$ cat src/rtl/fd_stage_reg.sv
// Fetch->decode pipeline register with stall (hold) and bubble (NOP inject) control.
// Latency: 1 cycle, registered outputs only, no input-to-output combinational path.
// Backpressure: d_stall holds the slot indefinitely; stall+bubble together holds and sets sticky ctl_err.
//
// Ports: clk/rst (sync active-high), f_* fetch fields + f_valid in, d_stall/d_bubble control in,
//        d_* registered fields + d_valid out, ctl_err sticky illegal-control flag,
//        stall_cnt/bubble_cnt saturating event counters.
// Build option: define FD_PERF_CNT_EN to build the counters; otherwise both counter outputs are tied to 0.
module fd_stage_reg #(
    parameter int                N         = 64,
    parameter int                STAT_W    = 2,
    parameter logic [3:0]        NOP_ICODE = 4'h1,
    parameter logic [3:0]        REG_NONE  = 4'hF,
    parameter logic [STAT_W-1:0] STAT_AOK  = '0,
    parameter int                CNT_W     = 16
) (
    input  logic              clk,
    input  logic              rst,
    input  logic [3:0]        f_icode,
    input  logic [3:0]        f_ifun,
    input  logic [3:0]        f_rA,
    input  logic [3:0]        f_rB,
    input  logic [N-1:0]      f_valC,
    input  logic [N-1:0]      f_valP,
    input  logic [STAT_W-1:0] f_stat,
    input  logic              f_valid,
    input  logic              d_stall,
    input  logic              d_bubble,
    output logic [3:0]        d_icode,
    output logic [3:0]        d_ifun,
    output logic [3:0]        d_rA,
    output logic [3:0]        d_rB,
    output logic [N-1:0]      d_valC,
    output logic [N-1:0]      d_valP,
    output logic [STAT_W-1:0] d_stat,
    output logic              d_valid,
    output logic              ctl_err,
    output logic [CNT_W-1:0]  stall_cnt,
    output logic [CNT_W-1:0]  bubble_cnt
);

    typedef struct packed {
        logic [3:0]        icode;
        logic [3:0]        ifun;
        logic [3:0]        ra;
        logic [3:0]        rb;
        logic [N-1:0]      valc;
        logic [N-1:0]      valp;
        logic [STAT_W-1:0] stat;
        logic              valid;
    } slot_t;

    // Contents of an empty slot: used both for reset and for bubble injection.
    localparam slot_t BUBBLE_SLOT = '{
        icode: NOP_ICODE,
        ifun:  4'h0,
        ra:    REG_NONE,
        rb:    REG_NONE,
        valc:  '0,
        valp:  '0,
        stat:  STAT_AOK,
        valid: 1'b0
    };

    slot_t slot_q, slot_d;
    logic  ctl_err_q, ctl_err_d;

    always_comb begin
        slot_d    = slot_q;
        ctl_err_d = ctl_err_q;
        if (d_stall) begin
            // Stall beats bubble; asking for both is a hazard-unit bug worth remembering.
            ctl_err_d = ctl_err_q | d_bubble;
        end else if (d_bubble) begin
            slot_d = BUBBLE_SLOT;
        end else begin
            slot_d = '{
                icode: f_icode,
                ifun:  f_ifun,
                ra:    f_rA,
                rb:    f_rB,
                valc:  f_valC,
                valp:  f_valP,
                stat:  f_stat,
                valid: f_valid
            };
        end
    end

    always_ff @(posedge clk) begin
        if (rst) begin
            slot_q    <= BUBBLE_SLOT;
            ctl_err_q <= 1'b0;
        end else begin
            slot_q    <= slot_d;
            ctl_err_q <= ctl_err_d;
        end
    end

    assign d_icode = slot_q.icode;
    assign d_ifun  = slot_q.ifun;
    assign d_rA    = slot_q.ra;
    assign d_rB    = slot_q.rb;
    assign d_valC  = slot_q.valc;
    assign d_valP  = slot_q.valp;
    assign d_stat  = slot_q.stat;
    assign d_valid = slot_q.valid;
    assign ctl_err = ctl_err_q;

`ifdef FD_PERF_CNT_EN
    logic [CNT_W-1:0] stall_cnt_q, stall_cnt_d;
    logic [CNT_W-1:0] bubble_cnt_q, bubble_cnt_d;

    // Counters stick at all-ones rather than wrapping.
    always_comb begin
        stall_cnt_d  = stall_cnt_q;
        bubble_cnt_d = bubble_cnt_q;
        if (d_stall && (stall_cnt_q != '1)) begin
            stall_cnt_d = stall_cnt_q + CNT_W'(1);
        end
        if (d_bubble && !d_stall && (bubble_cnt_q != '1)) begin
            bubble_cnt_d = bubble_cnt_q + CNT_W'(1);
        end
    end

    always_ff @(posedge clk) begin
        if (rst) begin
            stall_cnt_q  <= '0;
            bubble_cnt_q <= '0;
        end else begin
            stall_cnt_q  <= stall_cnt_d;
            bubble_cnt_q <= bubble_cnt_d;
        end
    end

    assign stall_cnt  = stall_cnt_q;
    assign bubble_cnt = bubble_cnt_q;
`else
    assign stall_cnt  = '0;
    assign bubble_cnt = '0;
`endif

endmodule

$ cat config.mk
export PLATFORM = sky130hd
export DESIGN_NAME = fd_stage_reg
export DESIGN_NICKNAME = d
export VERILOG_FILES = /design/src/rtl/fd_stage_reg.sv
export SDC_FILE = /design/constraint.sdc
export NUM_CORES = 1
export LEC_CHECK = 0
export BUFFER_PORTS_ARGS = -buffer_cell sky130_fd_sc_hd__buf_2
export CAP_MARGIN = 20
export CELL_PAD_IN_SITES_DETAIL_PLACEMENT = 0
export CELL_PAD_IN_SITES_GLOBAL_PLACEMENT = 1
export CORE_MARGIN = 2
export CORE_UTILIZATION = 34
export CTS_CLUSTER_SIZE = 14
export DETAILED_ROUTE_END_ITERATION = 7
export PLACE_DENSITY_LB_ADDON = 0.1
export SETUP_SLACK_MARGIN = 0.02
export SLEW_MARGIN = 25
export SYNTH_ARGS = -nofsm -noshare
export SYNTH_HDL_FRONTEND = slang
export SYNTH_SLANG_ARGS = --single-unit
$ cat constraint.sdc
create_clock -name clk -period 1 [get_ports clk]
set_input_delay 0 -clock clk [delete_from_list [all_inputs] [get_ports clk]]
set_output_delay 0 -clock clk [all_outputs]
set_load 0.01 [all_outputs]
Word-level counts from Yosys, hierarchy flattened
Cells that the tools add are included.
{"block": "classes", "mux": 1, "bitwise": 1}
{"operator": "$mux 147", "n": 1}
{"operator": "$or 1x1->1", "n": 1}
{"block": "word_totals", "ff_bits": 148, "input_bits": 151, "elab_cells": 11}

Logic depth before layout (Yosys ltp)
{"block": "logic_depth", "ltp_word": 1, "mapped_depth": 5}

Least setup slack after synthesis
Ideal clock, no wire load.
{"block": "synth_path", "kind": "input port to flip-flop", "startpoint": "input port d_stall", "endpoint": "register slot_q, in the netlist d_valC[10]", "t_arrival_ns": 0.712, "required_time_ns": 0.927, "setup_slack_ns": 0.215, "stages": 5, "path_cell_list": "buf_6 -> or2_4 -> buf_6 -> buf_6 -> o22ai_2"}
{"item": "from (decl)", "line_no": "27", "rtl": "input logic d_stall,"}
{"item": "to (signal assigned)", "line_no": "95", "rtl": "slot_q <= slot_d;"}
{"item": "to (decl)", "line_no": "65", "rtl": "slot_t slot_q, slot_d;"}

==> results.sh <==
export IMPL_status="completed"
export IMPL_ios=331
export IMPL_hold_violations=0
export IMPL_timing_final_crit_share_pct=93.7
export IMPL_syn_inst=690
export IMPL_rows=52
export IMPL_period_minus_slack_ns=0.937
export IMPL_die_x_um=146
export IMPL_slew_viol_final=0
export IMPL_yosysSeqAreaShare_pct=43.0
export IMPL_post_drt_wl_per_cell_um=14.3
export IMPL_tns_ns=0
export IMPL_yosys_area_top_type="dfxtp_1"
export IMPL_synth_cell_types=17
export IMPL_timing_rr_end="d_rA[1]"
export IMPL_slew_headroom_pct=64.8
export IMPL_htree_num_levels=4
export IMPL_finalNetCount=1262
export IMPL_p_leak_nw=4.53
export IMPL_holdPathStages=4
export IMPL_worst_pin_slew_ns=0.528
export IMPL_vias=6168
export IMPL_fill_cells=1959
export IMPL_clock_power_share_pct=42.4
export IMPL_synth_area_per_cell_um2=9.98
export IMPL_post_cts_buffers=0
export IMPL_cp_end_kind="flip-flop"
export IMPL_syn_to_final_growth_pct=52.7
export IMPL_min_from="d_bubble"
export IMPL_hp_class="in2reg"
export IMPL_cap_violations=0
export IMPL_start_util_pct=34.4
export IMPL_dieArea_um2=21400
export IMPL_dp_cells=1212
export IMPL_hpwl_mm=12.9
export IMPL_arrival_ns=1.29
export IMPL_antenna_found_initial=0
export IMPL_grt_overflow_total=0
export IMPL_yosys_warnings=0
export IMPL_cts_path_max_buffers=2
export IMPL_skew_ns=0
export IMPL_grt_max_degree=73
export IMPL_p_per_area_nw_per_um2=1430
export IMPL_fin_cells=1393
export IMPL_clk_pin_slew_worst_paths_ns=0.06
export IMPL_swShare_pct=24.7
export IMPL_pwr_share_comb_pct=16.0
export IMPL_drive_above_1_share_pct=42.7
export IMPL_yosysTopAreaCellShare_pct=43.0
export IMPL_internal_power_mw=11.3
export IMPL_reg2reg_depth=2
export IMPL_first_global_vias=6060
export IMPL_netlist_area_um2=6890
export IMPL_ff_latch_area_um2=2960
export IMPL_r2r_slack_ns=0.31
export IMPL_worstPathMaxFanout=5
export IMPL_core_area_um2=20000
export IMPL_grt_total_usage_pct=17.9
export IMPL_portBuffers=298
export IMPL_setup_violations=0
export IMPL_r2r_start="d_rA[1]"
export IMPL_worst_ep_required_time_ns=1.35
export IMPL_rsz0062_at_grt="false"
export IMPL_avgViaCountPerCell=4.43
export IMPL_power_switching_mw=3.71
export IMPL_dr_first_iter_drc_count=248
export IMPL_multi_input_area_um2=3350
export IMPL_die_h_um=146
export IMPL_hold_end="d_rA[0]"
export IMPL_fmax_mhz=1070
export IMPL_antenna_left=0
export IMPL_cts_buffers=17
export IMPL_cts_tree="built"
export IMPL_sequentialPowerShare_pct=41.5
export IMPL_root_buffer="clkbuf_16"
export IMPL_gp_congestion=0.748
export IMPL_drcViolationCount=0
export IMPL_synth_area_top_cells="dfxtp_1 (43%), o22ai_2 (24%), nand2b_1 (12%)"
export IMPL_yosys_register_bits=148
export IMPL_grt_pass1_wl_mm=31.1
export IMPL_finalWirelength_mm=20.0
export IMPL_cp_start_kind="primary input"
export IMPL_diodes=0
export IMPL_clk_latency_ns=0.41
export IMPL_crit_start="d_stall"
export IMPL_utilization_pct=52.5
export IMPL_worstSetupPathType="in2reg"
export IMPL_dr_pass1_iters=4
export IMPL_vdd_drop_max_mv=1.04
export IMPL_cts_num_sinks=148
[cell families after synthesis]
logic type | Yosys count | synth area share, %
other cells | 1 | 0.0545
flops | 148 | 43.0
buf+inv | 96 | 10.0
compound gates | 148 | 25.1
simple gates | 297 | 21.8
[sequential cells by signal, summed over array words and instances, names as in the netlist]
name,flops
ctl_err,1
d_icode,4
d_valC,64
d_rA,4
d_valP,64
d_rB,4
d_ifun,4
d_stat,2
d_valid,1
[power by group through the flow]
| stage | registers [mW] | logic, mW | clock network [mW] |
|---|---|---|---|
| global placement | 6.37 | 1.94 | 0 |
| detailed placement | 6.38 | 1.94 | 0 |
| floorplan | 6.49 | 1.20 | 0 |
| CTS | 6.25 | 2.41 | 6.59 |
| global route | 6.27 | 2.60 | 6.83 |
| finish | 6.25 | 2.41 | 6.38 |
[metrics by stage]
| step | worst slack, ns | hold slack (ns) | area [µm²] | total power, mW |
|---|---|---|---|---|
| 2_1_floorplan | 0.215 | 0.145 | 7000 | 7.69 |
| 3_3_place_gp | 0.0147 | 0.266 | 8420 | 8.31 |
| 3_5_place_dp | -0.0278 | 0.266 | 8420 | 8.32 |
| 4_1_cts | 0.0297 | 0.0247 | 10500 | 15.3 |
| 5_1_grt | 0.0307 | 0.0418 | 10500 | 15.7 |
| 6_report | 0.0635 | 0.0451 | 10500 | 15.0 |
[timing repair]
action	in CTS	in global routing
endpoints found under the setup margin	0	1
hold buffers	150	0
gates resized for setup	0	1
endpoints found under the hold margin	148	0
[layout by cell type, fill, tap and decap left out, drive strengths merged]
cell,instances
buf,317
dlygate4sd3,150
dfxtp,148
nand2,138
nand2b,137
o22ai,137
conb,32
clkbuf,24
a21oi,11
nor2,11
nor3b,9
clkinv,3
bufinv,2
clkinvlp,2
or2,1
or3b,1
[worst max-delay path, cell delays in order]
cell	delay, ns
buf_4	0.14
dlygate4sd3_1	0.55
or3b_2	0.46
a21oi_1	0.14
[cell type report]
type	count	area share, %
Tap cell	270	3.21
Sequential cell	148	28.2
Clock buffer	24	4.68
Clock inverter	7	0.928
Timing Repair Buffer	467	31.1
Multi-Input combinational cell	477	31.9
[worst max-delay path by stage]
stage	endpoint	slack, ns	depth (start not counted)
finish	d_icode[2]	0.06	4
global route	d_icode[2]	0.03	4
CTS	d_valP[10]	0.03	1
detailed placement	d_valid	-0.03	4
global placement	d_stat[1]	0.01	4
floorplan	d_valC[10]	0.22	5
[Yosys cell counts]
cell,n
clkbuf_4,2
buf_2,14
conb_1,1
a21oi_1,11
o22ai_1,7
buf_4,45
clkbuf_1,17
nand2_1,138
dfxtp_1,148
nand2b_1,137
nor2_2,1
buf_6,18
nor2_1,10
nor3b_1,9
or3b_2,1
or2_4,1
o22ai_2,130
[per-layer routing]
metal	up-vias	GRT usage (%)	part of all wire (%)	wire, µm
met5	-	0	0	0
met3	30	5.03	6.0	1210
li1	3104	-	-	-
met2	207	28.6	45	9060
met4	0	7.77	3.0	590
met1	2827	22.6	46	9130
No activity file was read; power rests on OpenSTA's default activity.
